## config.mk

```make
export PLATFORM = sky130hd
export DESIGN_NAME = intc_err_arb_flat
export DESIGN_NICKNAME = d
export VERILOG_FILES = /design/src/rtl/intc_err_arb_if.sv /design/src/rtl/intc_err_arb.sv /design/src/flat_wrapper.sv
export SDC_FILE = /design/constraint.sdc
export NUM_CORES = 1
export LEC_CHECK = 0
export CORE_ASPECT_RATIO = 1.1
export CORE_UTILIZATION = 50
export CTS_CLUSTER_DIAMETER = 30
export CTS_CLUSTER_SIZE = 40
export DETAILED_ROUTE_END_ITERATION = 10
export DONT_BUFFER_PORTS = 1
export PLACE_DENSITY = 0.78
export SLEW_MARGIN = 20
export SYNTH_ARGS = -nofsm -noshare
export SYNTH_HDL_FRONTEND = slang
export SYNTH_SLANG_ARGS = --single-unit
```

## constraint.sdc

```tcl
create_clock -name clk -period 3.3 [get_ports clk]
set_input_delay 0.66 -clock clk [delete_from_list [all_inputs] [get_ports clk]]
set_output_delay 0.66 -clock clk [all_outputs]
set_load 0.02 [all_outputs]
```

## src/rtl/intc_err_arb_if.sv

```systemverilog
// Bus between the error-interrupt arbiter and its environment: latched
// error lines and CPU handshake in, request/vector/clear pulse out.
interface intc_err_arb_if;
  // Handshake: err_req_o stays high until a one-cycle cpu_ack_i is seen
  // (no ready/valid back-pressure). cpu_eoi_i is then accepted only in
  // service. eirqc_o is a one-cycle clear pulse with no acknowledge.
  logic [7:0] eirq_i;
  logic [7:0] eimk_i;
  logic       rr_en_i;
  logic       cpu_ack_i;
  logic       cpu_eoi_i;
  logic       tmo_clr_i;
  logic       err_req_o;
  logic [7:0] err_vec_o;
  logic [2:0] err_id_o;
  logic [7:0] eirqc_o;
  logic       busy_o;
  logic       tmo_o;

  modport slave (
    input  eirq_i, eimk_i, rr_en_i, cpu_ack_i, cpu_eoi_i, tmo_clr_i,
    output err_req_o, err_vec_o, err_id_o, eirqc_o, busy_o, tmo_o
  );

  modport master (
    output eirq_i, eimk_i, rr_en_i, cpu_ack_i, cpu_eoi_i, tmo_clr_i,
    input  err_req_o, err_vec_o, err_id_o, eirqc_o, busy_o, tmo_o
  );
endinterface

```

## src/rtl/intc_err_arb.sv

```systemverilog
// Error-interrupt arbiter: picks one pending unmasked source (fixed or
// round-robin), runs the ack/eoi handshake and emits a one-cycle clear.
module intc_err_arb #(
  parameter logic [7:0]  VEC_BASE = 8'h40,
  parameter int          TMO_W    = 8,
  parameter int unsigned ACK_TMO  = 255
) (
  input  logic              clk,
  input  logic              rst_n,
  intc_err_arb_if.slave     bus,
  output logic [1:0]        dbg_state
);

  typedef enum logic [1:0] {IDLE, REQ, SRV, CLR} state_t;

  state_t           state;
  logic [2:0]       ptr;
  logic [TMO_W-1:0] cnt;

  logic [7:0]       elig;
  logic [2:0]       start;
  logic [2:0]       idx;
  logic [2:0]       win;
  logic             found;
  logic [TMO_W-1:0] cnt_inc;
  logic             tmo_hit;
  logic             withdraw;
  logic             tmo_fire;
  logic [2:0]       nxt_ptr;

  assign dbg_state = state;
  assign elig      = bus.eirq_i & ~bus.eimk_i;
  assign start     = bus.rr_en_i ? ptr : 3'd0;

  // Scan from the start index with 3-bit wrap; fixed priority is start = 0.
  always_comb begin
    win   = 3'd0;
    found = 1'b0;
    idx   = 3'd0;
    for (int i = 0; i < 8; i++) begin
      idx = start + 3'(i);
      if (!found && elig[idx]) begin
        win   = idx;
        found = 1'b1;
      end
    end
  end

  assign cnt_inc  = (cnt == {TMO_W{1'b1}}) ? cnt : cnt + 1'b1;
  assign tmo_hit  = (ACK_TMO != 0) && (cnt_inc >= TMO_W'(ACK_TMO));
  assign withdraw = !bus.eirq_i[bus.err_id_o] || bus.eimk_i[bus.err_id_o];
  // Ack outranks withdraw, which outranks the timeout.
  assign tmo_fire = (state == REQ) && !bus.cpu_ack_i && !withdraw && tmo_hit;
  assign nxt_ptr  = bus.err_id_o + 3'd1;

  always_ff @(posedge clk or negedge rst_n) begin
    if (!rst_n) begin
      state         <= IDLE;
      ptr           <= 3'd0;
      cnt           <= '0;
      bus.err_req_o <= 1'b0;
      bus.err_vec_o <= 8'd0;
      bus.err_id_o  <= 3'd0;
      bus.eirqc_o   <= 8'd0;
      bus.busy_o    <= 1'b0;
      bus.tmo_o     <= 1'b0;
    end else begin
      if (tmo_fire)
        bus.tmo_o <= 1'b1;
      else if (bus.tmo_clr_i)
        bus.tmo_o <= 1'b0;

      case (state)
        IDLE: begin
          if (found) begin
            bus.err_id_o  <= win;
            bus.err_vec_o <= VEC_BASE + {5'd0, win};
            bus.err_req_o <= 1'b1;
            bus.busy_o    <= 1'b1;
            cnt           <= '0;
            state         <= REQ;
          end
        end
        REQ: begin
          if (bus.cpu_ack_i) begin
            bus.err_req_o <= 1'b0;
            cnt           <= '0;
            state         <= SRV;
          end else if (withdraw || tmo_fire) begin
            bus.err_req_o <= 1'b0;
            bus.busy_o    <= 1'b0;
            cnt           <= '0;
            state         <= IDLE;
            if (bus.rr_en_i) ptr <= nxt_ptr;
          end else begin
            cnt <= cnt_inc;
          end
        end
        SRV: begin
          if (bus.cpu_eoi_i) begin
            bus.eirqc_o <= 8'd1 << bus.err_id_o;
            state       <= CLR;
          end
        end
        CLR: begin
          bus.eirqc_o <= 8'd0;
          bus.busy_o  <= 1'b0;
          state       <= IDLE;
          if (bus.rr_en_i) ptr <= nxt_ptr;
        end
        default: state <= IDLE;
      endcase
    end
  end

endmodule

```

## src/flat_wrapper.sv

```systemverilog
// flat-port wrapper written by rule: the top's interface ports become plain ports
module intc_err_arb_flat 
#(
  parameter logic [7:0]  VEC_BASE = 8'h40,
  parameter int          TMO_W    = 8,
  parameter int unsigned ACK_TMO  = 255
)
  (clk, rst_n, dbg_state, bus_eirq_i, bus_eimk_i, bus_rr_en_i, bus_cpu_ack_i, bus_cpu_eoi_i, bus_tmo_clr_i, bus_err_req_o, bus_err_vec_o, bus_err_id_o, bus_eirqc_o, bus_busy_o, bus_tmo_o);
  intc_err_arb_if bus_i ();
  input  logic clk;
  input  logic rst_n;
  output logic [1:0] dbg_state;
  input wire logic [$bits(bus_i.eirq_i)-1:0] bus_eirq_i;
  input wire logic [$bits(bus_i.eimk_i)-1:0] bus_eimk_i;
  input wire logic [$bits(bus_i.rr_en_i)-1:0] bus_rr_en_i;
  input wire logic [$bits(bus_i.cpu_ack_i)-1:0] bus_cpu_ack_i;
  input wire logic [$bits(bus_i.cpu_eoi_i)-1:0] bus_cpu_eoi_i;
  input wire logic [$bits(bus_i.tmo_clr_i)-1:0] bus_tmo_clr_i;
  output wire logic [$bits(bus_i.err_req_o)-1:0] bus_err_req_o;
  output wire logic [$bits(bus_i.err_vec_o)-1:0] bus_err_vec_o;
  output wire logic [$bits(bus_i.err_id_o)-1:0] bus_err_id_o;
  output wire logic [$bits(bus_i.eirqc_o)-1:0] bus_eirqc_o;
  output wire logic [$bits(bus_i.busy_o)-1:0] bus_busy_o;
  output wire logic [$bits(bus_i.tmo_o)-1:0] bus_tmo_o;
  assign bus_i.eirq_i = bus_eirq_i;
  assign bus_i.eimk_i = bus_eimk_i;
  assign bus_i.rr_en_i = bus_rr_en_i;
  assign bus_i.cpu_ack_i = bus_cpu_ack_i;
  assign bus_i.cpu_eoi_i = bus_cpu_eoi_i;
  assign bus_i.tmo_clr_i = bus_tmo_clr_i;
  assign bus_err_req_o = bus_i.err_req_o;
  assign bus_err_vec_o = bus_i.err_vec_o;
  assign bus_err_id_o = bus_i.err_id_o;
  assign bus_eirqc_o = bus_i.eirqc_o;
  assign bus_busy_o = bus_i.busy_o;
  assign bus_tmo_o = bus_i.tmo_o;
  intc_err_arb #(.VEC_BASE(VEC_BASE), .TMO_W(TMO_W), .ACK_TMO(ACK_TMO)) u_core (.clk(clk), .rst_n(rst_n), .bus(bus_i), .dbg_state(dbg_state));
endmodule
```

==> results of run 1 <==
-- power groups by stage --
stage	registers [mW]	clock network, mW	logic (mW)
final	0.645	0.214	1.64
after global routing	0.662	0.230	1.79
after CTS	0.644	0.217	1.62
after detailed placement	0.649	0	1.61
after global placement	0.645	0	1.59
after floorplan	0.617	0	1.36
-- worst max path at each step --
stage | slack, ns | to | cells past startpoint | startpoint
floorplan | 0.005 | flop | 13 | bus_rr_en_i
global placement | 0.16 | u_core.cnt[3]$_DFFE_PN0P_ | 9 | bus_rr_en_i
detailed placement | 0.09 | u_core.cnt[7]$_DFFE_PN0P_ | 9 | bus_rr_en_i
CTS | 0.34 | u_core.cnt[7]$_DFFE_PN0P_ | 9 | u_core.ptr[0]$_DFFE_PN0P_
global route | 0.09 | u_core.cnt[7]$_DFFE_PN0P_ | 9 | u_core.ptr[0]$_DFFE_PN0P_
finish | 0.31 | u_core.cnt[7]$_DFFE_PN0P_ | 9 | u_core.ptr[0]$_DFFE_PN0P_
-- per-layer routing --
layer / track usage, % / share of wire, % / wire [um]
met1: 31.13 / 42 / 3069
met4: 7.692 / 1.4 / 100
met5: 0 / 0 / 0
met2: 40.29 / 49 / 3629
met3: 3.497 / 7.5 / 554
-- metrics by stage --
| stage | total power [mW] | area [um2] |
|---|---|---|
| after floorplan | 1.981 | 3077 |
| after CTS | 2.482 | 3120 |
| final | 2.498 | 3120 |
| after detailed placement | 2.261 | 3065 |
| after global placement | 2.238 | 3065 |
| after global routing | 2.685 | 3120 |
-- critical path, delay by kind of cell, from the launching register on --
family / cells / cell delay, ns
multiplexers: 2 / 0.84
AND/OR/NAND/NOR: 2 / 0.64
AO/OA/AOI/OAI: 3 / 0.53
buffers and inverters: 2 / 0.48
flip-flops: 1 / 0.38
-- registers in the layout, indices dropped and copies added, names as in the netlist, named ones only --
register / cells
u_core.bus.err_req_o: 1
u_core.cnt: 8
u_core.dbg_state: 1
u_core.bus.busy_o: 1
u_core.bus.err_id_o: 2
u_core.ptr: 3
u_core.bus.err_vec_o: 2
u_core.bus.eirqc_o: 8
u_core.bus.tmo_o: 1
-- cell families (layout without fill, tap and decap cells) --
group / count (synthesis) / after routing / synth area share (%)
AND/OR/NAND/NOR: 109 / 109 / 20.12
AO/OA/AOI/OAI: 97 / 97 / 21.51
buffers and inverters: 43 / 30 / 8.275
multiplexers: 41 / 41 / 20.40
flip-flops: 28 / 28 / 22.94
adder cells (fa/ha/maj): 12 / 12 / 4.916
XOR/XNOR: 6 / 6 / 1.721
other: 1 / 4 / 0.1228
-- area by class of cell --
class / instances / area [um2] / area share [%]
Tap cell: 77 / 96.34 / 3.087
Sequential cell: 28 / 700.7 / 22.45
Clock buffer: 4 / 55.05 / 1.764
Multi-Input combinational cell: 269 / 2122 / 68.00
Inverter: 15 / 63.81 / 2.045
Timing Repair Buffer: 11 / 82.58 / 2.646
-- cell usage in the layout, fill, tap and decap left out, drive strengths merged, types with 3 or more instances in the layout --
cell type / Yosys / routed
xnor2: 3 / 3
nand2b: 9 / 9
nor2b: 18 / 18
o211ai: 5 / 5
nor2: 17 / 17
mux2i: 22 / 22
nor3: 4 / 4
nand3b: 3 / 3
ha: 12 / 12
nand4b: 3 / 3
nand4: 3 / 3
clkbuf: 10 / 4
inv: 15 / 15
and3: 4 / 4
a31oi: 8 / 8
conb: 1 / 4
buf: 18 / 11
mux4: 15 / 15
a211oi: 5 / 5
a21oi: 23 / 23
dfrtp: 28 / 28
nand3: 7 / 7
xor2: 3 / 3
o22ai: 3 / 3
and2: 5 / 5
mux2: 4 / 4
a21boi: 3 / 3
nand2: 25 / 25
o21ai: 20 / 20
-- synthesized netlist by cell type (3+ instances only) --
master,n,area (um2)
sky130_fd_sc_hd__a21oi_1,23,115.1
sky130_fd_sc_hd__mux4_2,15,337.8
sky130_fd_sc_hd__and2_1,4,25.02
sky130_fd_sc_hd__nand4b_1,3,26.28
sky130_fd_sc_hd__nor3_1,3,15.01
sky130_fd_sc_hd__and3_1,4,25.02
sky130_fd_sc_hd__o211ai_1,5,37.54
sky130_fd_sc_hd__nand4_1,3,18.77
sky130_fd_sc_hd__nand3b_1,3,22.52
sky130_fd_sc_hd__nand2b_1,9,56.30
sky130_fd_sc_hd__mux2_2,4,45.04
sky130_fd_sc_hd__buf_4,9,67.56
sky130_fd_sc_hd__mux2i_1,19,190.2
sky130_fd_sc_hd__ha_1,12,150.1
sky130_fd_sc_hd__a211oi_1,5,37.54
sky130_fd_sc_hd__nand2_1,25,93.84
sky130_fd_sc_hd__inv_1,14,52.55
sky130_fd_sc_hd__nor2b_1,18,112.6
sky130_fd_sc_hd__nand3_1,6,30.03
sky130_fd_sc_hd__clkbuf_1,10,37.54
sky130_fd_sc_hd__nor2_1,17,63.81
sky130_fd_sc_hd__xor2_1,3,26.28
sky130_fd_sc_hd__o21ai_0,16,80.08
sky130_fd_sc_hd__dfrtp_1,28,700.7
sky130_fd_sc_hd__o22ai_1,3,18.77
sky130_fd_sc_hd__a31oi_1,7,43.79
sky130_fd_sc_hd__xnor2_1,3,26.28
sky130_fd_sc_hd__buf_6,3,33.78
sky130_fd_sc_hd__o21ai_1,4,20.02
sky130_fd_sc_hd__buf_2,4,20.02
==> run summary, run 1 <==
Among the stages of the critical path, the cell type that occurs most often is sky130_fd_sc_hd__buf_4. The residual DRC count came out at 0. The slowest cell on the critical path is sky130_fd_sc_hd__mux4_2. The total of fill cells in the finished design came out at 509. The number of rows created at floorplan came out at 29. The maximum number of pins on one net before global-route repair is 29.

The worst reg2reg path depth came out at 9. After layout, the worst setup slack is 0.3087 ns. The launching point of the worst reg2reg path is u_core.ptr[0]$_DFFE_PN0P_. The largest single stage delay on the critical path is 0.53 ns. The worst pin sits at a relative slew slack of 60.87%. The worst path required time is 3.46 ns.

The number of post-CTS setup repair buffers came out at 0. The tree is rooted in a sky130_fd_sc_hd__clkbuf_8. Buffers inserted during clock tree synthesis total 3. The critical path in this run is classified as flop to flop. The die boundary width came out at 76.52 um. The I/O pin count came out at 46. The total half-perimeter wirelength after legalization and detailed placement came out at 5.712 mm.

Global routing consumed, over all layers together, 23.83% of the routing resources. Counting flops and latches in the post-synthesis netlist gives 28. The routability congestion estimate is 0.9388. The via count normalized by instance count is 6.515. No sink is reached through more buffers than the 2 on the longest clock path. Once the floorplan was initialized, standard cells occupied 52.28% of the core.

The overall overflow remaining after global route is 0. The minimum setup slack among reg-to-reg paths is 0.31 ns. Setup repair after global routing left no endpoint under its margin. The utilization after layout is 53.42%.

The gate count of the mapped netlist came out at 337. The synthesized cell area is 0.003054 mm2. The clock network latency to the later pin of the worst-skew pair is 0.28 ns.

The share of total power dissipated in sequential elements is 25.8%. Based on the critical path, the design can be clocked at up to 0.3343 GHz. OpenSTA, run right after detailed placement, puts the worst setup slack at 0.08541 ns.

Data on the critical path arrives at its endpoint at 3.15 ns. The core box area is 0.005842 mm2. The synthesis-to-finish area growth came out at 2.171%. The number of distinct standard cells referenced by the synthesized netlist is 71.

The wire length of the first global-routing pass is 12.39 mm. The number of enable flip-flop cells after synthesis is 0. The routed layout has 2632 vias. Cell internal power was estimated by the tool at 1.263 mW. The via count of the first global-routing pass came out at 2478. The number of nets at the end of the flow is 362. The detail-routed net length per standard cell came out at 18.21 um. After clock tree synthesis, the clock-pin slew on the worst setup and hold paths is 0.10 ns. The number of sinks driven by the clock tree came out at 28. The proportion of register bits with asynchronous set or reset after synthesis came out at 100.0%. The diode insertion count for antenna repair is 0.

The post-route non-filler standard cell count is 404. Of the cells placed in the final design, the portion with a size suffix greater than 1 is 14.68%. The port buffer count is 0.

The number of design-rule violations left by the first detailed-router iteration is 209. Setup violations remaining at the end of the flow were counted as 0. The maximum vdd drop is 0.0003538 V. The flow ran to the end, and the final reports show no timing, DRC or antenna violations. The share of power burned in combinational logic is 65.6%. The total of cells resized after clock tree synthesis came out at 0. The ratio of final minimum period to clock period came out at 90.65%. The measured slew at the worst slew-check pin came out at 0.5858 ns.

The post-cts hold buffer count is 0. The die footprint came out at 0.006425 mm2. The final count of hold timing violations came to 0.

The depth of the CTS H-tree is 1. The worst register-to-register path ends at u_core.cnt[7]$_DFFE_PN0P_. The class of the tightest hold or removal check is primary input to asynchronous set/reset pin. The total net switching power came out at 1.236 mW. Along the worst path, the maximum fanout reaches 14. The number of antenna violations at the first check in global routing came out at 0. STA classifies the critical path endpoint as a flop. STA classifies the critical path startpoint as a flop. The clock group share of total power came out at 8.6%. The CTS tree is built.

Walking the worst path, the cells encountered are and2_4 > buf_4 > mux4_2 > mux2_2 > nor2b_1 > a31oi_2 > buf_4 > a31oi_1 > a21oi_1. Among all flip-flop cells after synthesis, the most frequent one is sky130_fd_sc_hd__dfrtp_1. Counting tap cells, the placed design contains a total of 400 instances. The number of iterations in the first detailed-routing pass came out at 5. For this run, the register share of the synthesized area comes to 22.94%. For the final database, setup skew stands at 0.007070 ns. The mean area per synthesized cell is 9.063 um2.

The setup TNS came out at 0 ns. Summed over all cells, the static leakage comes to 1.236 nW. In this run the remaining antenna-violating nets after routing total 0. The fraction of power spent switching nets is 49.46%. The total power density per cell area came out at 800.7 mW/mm2. The total wirelength of the detailed-routed design came out at 7.355 mm. The yosys synthesis warning count came out at 0. The minimum clock period after layout is 2.991 ns. The height of the die came out at 83.97 um. The worst hold margin is 0.06129 ns. The number of pins with negative max-slew slack in the final report is 0. The number of max-capacitance violations reported is 0.
Power figures use the tool's default switching activity.
==> run 2, diff against run 1 <==
--- a/config.mk
+++ b/config.mk
@@ -5,6 +5,7 @@
 export SDC_FILE = /design/constraint.sdc
 export NUM_CORES = 1
 export LEC_CHECK = 0
+export ABC_AREA = 1
 export CORE_ASPECT_RATIO = 1.1
 export CORE_UTILIZATION = 50
 export CTS_CLUSTER_DIAMETER = 30
==> run summary, run 2 <==
The wire length of the first global-routing pass came out at 10.56 mm (-15%). The worst reg2reg path depth is 14 (+5). In this run the worst hold path is classified as primary input to asynchronous set/reset pin. The number of buffers added by the clock tree synthesis step is 3 (unchanged). The number of distinct standard cells referenced by the synthesized netlist is 36 (-49%). The mean area per synthesized cell came out at 6.750 um2 (-26%). The critical path goes through nand2_1 > ha_1 > inv_1 > nand3_2 > nand3_2 > nand2_4 > nand2_4 > nor2_8 > nand4_4 > nor2_4 > nand3_4 > nand2_4 > nand2_1 > o21ai_1.

The total of cells resized after clock tree synthesis is 0 (unchanged). The met3 demand-to-capacity share in global routing is 2.509% (-0.99 points). TritonCTS built the clock tree. The die boundary width is 73.20 um (-4.3%).

Leaving out fill and tap cells, the most frequent cells in the layout are sky130_fd_sc_hd__nand2_1 (107), sky130_fd_sc_hd__nand3_1 (61), sky130_fd_sc_hd__inv_1 (47). The gate count of the mapped netlist is 413 (+23%). The via count normalized by instance count came out at 5.430 (-17%). The proportion of register bits with asynchronous set or reset after synthesis came out at 100.0% (unchanged). The buffer and inverter count on the worst path was 1 (-1). The total half-perimeter wirelength after legalization and detailed placement came to 4.937 mm (-14%). The diode insertion count for antenna repair is 0 (unchanged).

The synthesized design spends more area on one cell type than any other, namely sky130_fd_sc_hd__dfrtp_1. The highest cell delay on the worst timing path came to 0.50 ns (-0.03 ns). The total of fill cells in the finished design came to 515 (+1.2%). The final count of hold timing violations is 0 (unchanged).

The most used flip-flop cell after synthesis is sky130_fd_sc_hd__dfrtp_1. The ratio of final minimum period to clock period came out at 77.18% (-13 points). The run finished with clean final reports.

The number of rows created at floorplan is 28 (-3.4%). The I/O pin count is 46 (unchanged). The total wirelength of the detailed-routed design is 6.320 mm (-14%). The largest registers in the layout are u_core.bus.eirqc_o (8), u_core.cnt (8), u_core.ptr (3).

The final standard cell area without fillers is 0.002859 mm2 (-8.4%). The cell sitting at the root of the clock tree is a sky130_fd_sc_hd__clkbuf_8. The cell with the most instances after synthesis is sky130_fd_sc_hd__nand2_1. The measured slew at the worst slew-check pin is 0.8445 ns (+0.2587 ns). The maximum achievable frequency came to 0.3926 GHz (+17%).

The die footprint came out at 0.005878 mm2 (-8.5%). The minimum clock period after layout is 2.547 ns (-0.4444 ns). The total power density per cell area came to 840.1 mW/mm2 (+4.9%). The initial core utilization is 52.01% (-0.27 points). The clock network latency to the later pin of the worst-skew pair is 0.27 ns (about the same). The worst-case clock skew came out at 0.004327 ns (-0.002743 ns). The number of sinks driven by the clock tree is 28 (unchanged). The headroom to the max-slew limit came to 43.70% (-17 points). The yosys synthesis warning count came to 0 (unchanged). The port buffer count came out at 0 (unchanged). The number of enable flip-flop cells after synthesis is 0 (unchanged). Tracing the worst setup path back leads to its startpoint at u_core.ptr[1]$_DFFE_PN0P_. The most repeated library cell on the critical path is sky130_fd_sc_hd__nand2_4. The maximum vdd drop came out at 0.0003265 V (-7.7%).

The via count of the first global-routing pass came out at 2388 (-3.6%). The overall overflow remaining after global route is 0 (unchanged). By count the netlist is led by sky130_fd_sc_hd__nand2_1 (107), sky130_fd_sc_hd__nand3_1 (61), sky130_fd_sc_hd__inv_1 (47). The fraction of final layout cells with drive strength greater than 1 came to 13.38% (-1.3 points). The worst path required time is 3.50 ns (+0.04 ns).

The routing usage on met2 came out at 38.89% (-1.4 points). The post-cts hold buffer count came out at 0 (unchanged). The routability congestion estimate came to 0.9287 (-1.1%).

The total track usage is 22.26% (-1.6 points). The number of flip-flops and latches in the synthesized netlist came out at 28 (unchanged). The startpoint identified for the worst register-to-register timing path is u_core.ptr[1]$_DFFE_PN0P_.

The depth of the CTS H-tree is 1 (unchanged). The sequential fraction of the synthesis area is 25.13% (+2.2 points). The maximum clock path buffer count came out at 2 (unchanged). The synthesis-to-finish area growth is 2.558%.

The worst register-to-register path ends at u_core.cnt[3]$_DFFE_PN0P_. The via total after detailed routing is 2639 (+0.27%). The placed instance area was 0.002804 mm2 (-8.5%).

The number of pins with negative max-slew slack in the final report came out at 0 (unchanged). Setup repair after global routing left no endpoint under its margin. The minimum setup slack among reg-to-reg paths came out at 0.75 ns (+0.44 ns). The number of max-capacitance violations reported is 0 (unchanged). The most critical setup path has its endpoint at u_core.cnt[3]$_DFFE_PN0P_. The final setup violation count came out at 0 (unchanged).

The peak fanout along the critical path is 16 (+2). The maximum number of pins on one net before global-route repair is 29 (unchanged). The residual DRC count came out at 0 (unchanged). The height of the die is 80.31 um (-4.4%). The worst setup path is captured at a flop. The number of design-rule violations left by the first detailed-router iteration came out at 173 (-17%). The synthesized cell area came out at 0.002788 mm2 (-8.7%). The number of nets at the end of the flow is 446 (+23%). The clock input transition at the sequential cells of the worst setup and hold paths came out at 0.09 ns (about the same).

After synthesis, the cell types taking the most area are sky130_fd_sc_hd__dfrtp_1 (25%), sky130_fd_sc_hd__nand2_1 (14%), sky130_fd_sc_hd__nand3_1 (11%), sky130_fd_sc_hd__inv_1 (6.3%), sky130_fd_sc_hd__ha_1 (5.4%). The kind of cell adding the most delay to the critical path is simple AND/OR/NAND/NOR gates. The depth of the critical timing path with buffers and inverters included is 14 (+5). The number of antenna violations at the first check in global routing is 0 (unchanged).

The worst setup path is launched from a flop. The most common cell after layout, fill and taps aside is sky130_fd_sc_hd__nand2_1. The number of post-CTS setup repair buffers is 0 (unchanged).

The area share of the largest cell type after synthesis is 25.13% (+2.2 points). The worst setup path is of the flop to flop kind. The number of iterations in the first detailed-routing pass is 5 (unchanged).

The core box area is 0.005360 mm2 (-8.2%). The leakage dissipation is 1.459 nW (+18%). The detail-routed net length per standard cell is 13.00 um (-29%). On the critical path, the stage with the largest delay is an instance of sky130_fd_sc_hd__dfrtp_1. The setup TNS is 0 ns (unchanged). The global routing usage on met1 came to 28.37% (-2.8 points).

The layer flagged by global routing as most heavily used is met2. The data arrival at the endpoint of the critical path came out at 2.75 ns (-0.40 ns). The final antenna-violating net count is 0 (unchanged).
## run 2: layout make-up
cell class	instances	area, um2	area share, %
Multi-Input combinational cell	322	1777	62.14
Timing Repair Buffer	5	37.54	1.313
Sequential cell	28	700.7	24.51
Clock buffer	4	55.05	1.926
Tap cell	75	93.84	3.282
Inverter	52	195.2	6.827
## run 2: worst min-delay path by stage
stage,end,cells past startpoint,slack [ns],from
floorplan,asynchronous set/reset pin,0,0.36,rst_n
global placement,u_core.bus.eirqc_o[5]$_DFFE_PN0P_,0,0.36,rst_n
detailed placement,u_core.bus.eirqc_o[5]$_DFFE_PN0P_,0,0.36,rst_n
CTS,u_core.bus.eirqc_o[5]$_DFFE_PN0P_,0,0.07,rst_n
global route,u_core.bus.eirqc_o[1]$_DFFE_PN0P_,0,0.05,rst_n
finish,u_core.bus.eirqc_o[1]$_DFFE_PN0P_,0,0.07,rst_n
## run 2: kinds of logic after synthesis
logic type / share of synthesized area [%]
simple gates: 48.79
buf+inv: 11.53
compound gates: 7.451
flops: 25.13
fa+ha+maj: 5.386
xor+xnor: 1.571
other cells: 0.1345
## run 2: per-layer routing
layer	part of all wire [%]	wire, um
met2	48	3059
met4	1.0	63
met5	0	0
met1	45	2863
met3	5.3	335
## run 2: per-stage QoR
stage          hold WS [ns]  total power, mW  std cells  util [%]  worst slack [ns]
2_1_floorplan        0.3644            1.950        416         -            0.7325
3_3_place_gp         0.3649            2.147        482     52.31            0.6810
3_5_place_dp         0.3649            2.175        482     52.31            0.6068
4_1_cts             0.06755            2.391        486     53.34            0.7930
5_1_grt             0.04764            2.655        486     53.34            0.5221
6_report            0.06863            2.402        486     53.34            0.7531
## run 2: where the power goes
| part | switching (mW) | leakage, nW | total (mW) | internal [mW] |
|---|---|---|---|---|
| Clock | 0.103 | 0.0288 | 0.209 | 0.107 |
| Combinational | 1.07 | 1.06 | 1.57 | 0.494 |
| Sequential | 0.177 | 0.368 | 0.627 | 0.450 |
| Total | 1.35 | 1.46 | 2.40 | 1.05 |
## run 2: worst reg2reg max path: stages (launching register included)
cell and delay (ns):
sky130_fd_sc_hd__dfrtp_1 0.50, sky130_fd_sc_hd__nand2_1 0.18, sky130_fd_sc_hd__ha_1 0.43, sky130_fd_sc_hd__inv_1 0.14, sky130_fd_sc_hd__nand3_2 0.11, sky130_fd_sc_hd__nand3_2 0.09, sky130_fd_sc_hd__nand2_4 0.12, sky130_fd_sc_hd__nand2_4 0.07
sky130_fd_sc_hd__nor2_8 0.13, sky130_fd_sc_hd__nand4_4 0.11, sky130_fd_sc_hd__nor2_4 0.12, sky130_fd_sc_hd__nand3_4 0.12, sky130_fd_sc_hd__nand2_4 0.20, sky130_fd_sc_hd__nand2_1 0.07, sky130_fd_sc_hd__o21ai_1 0.08
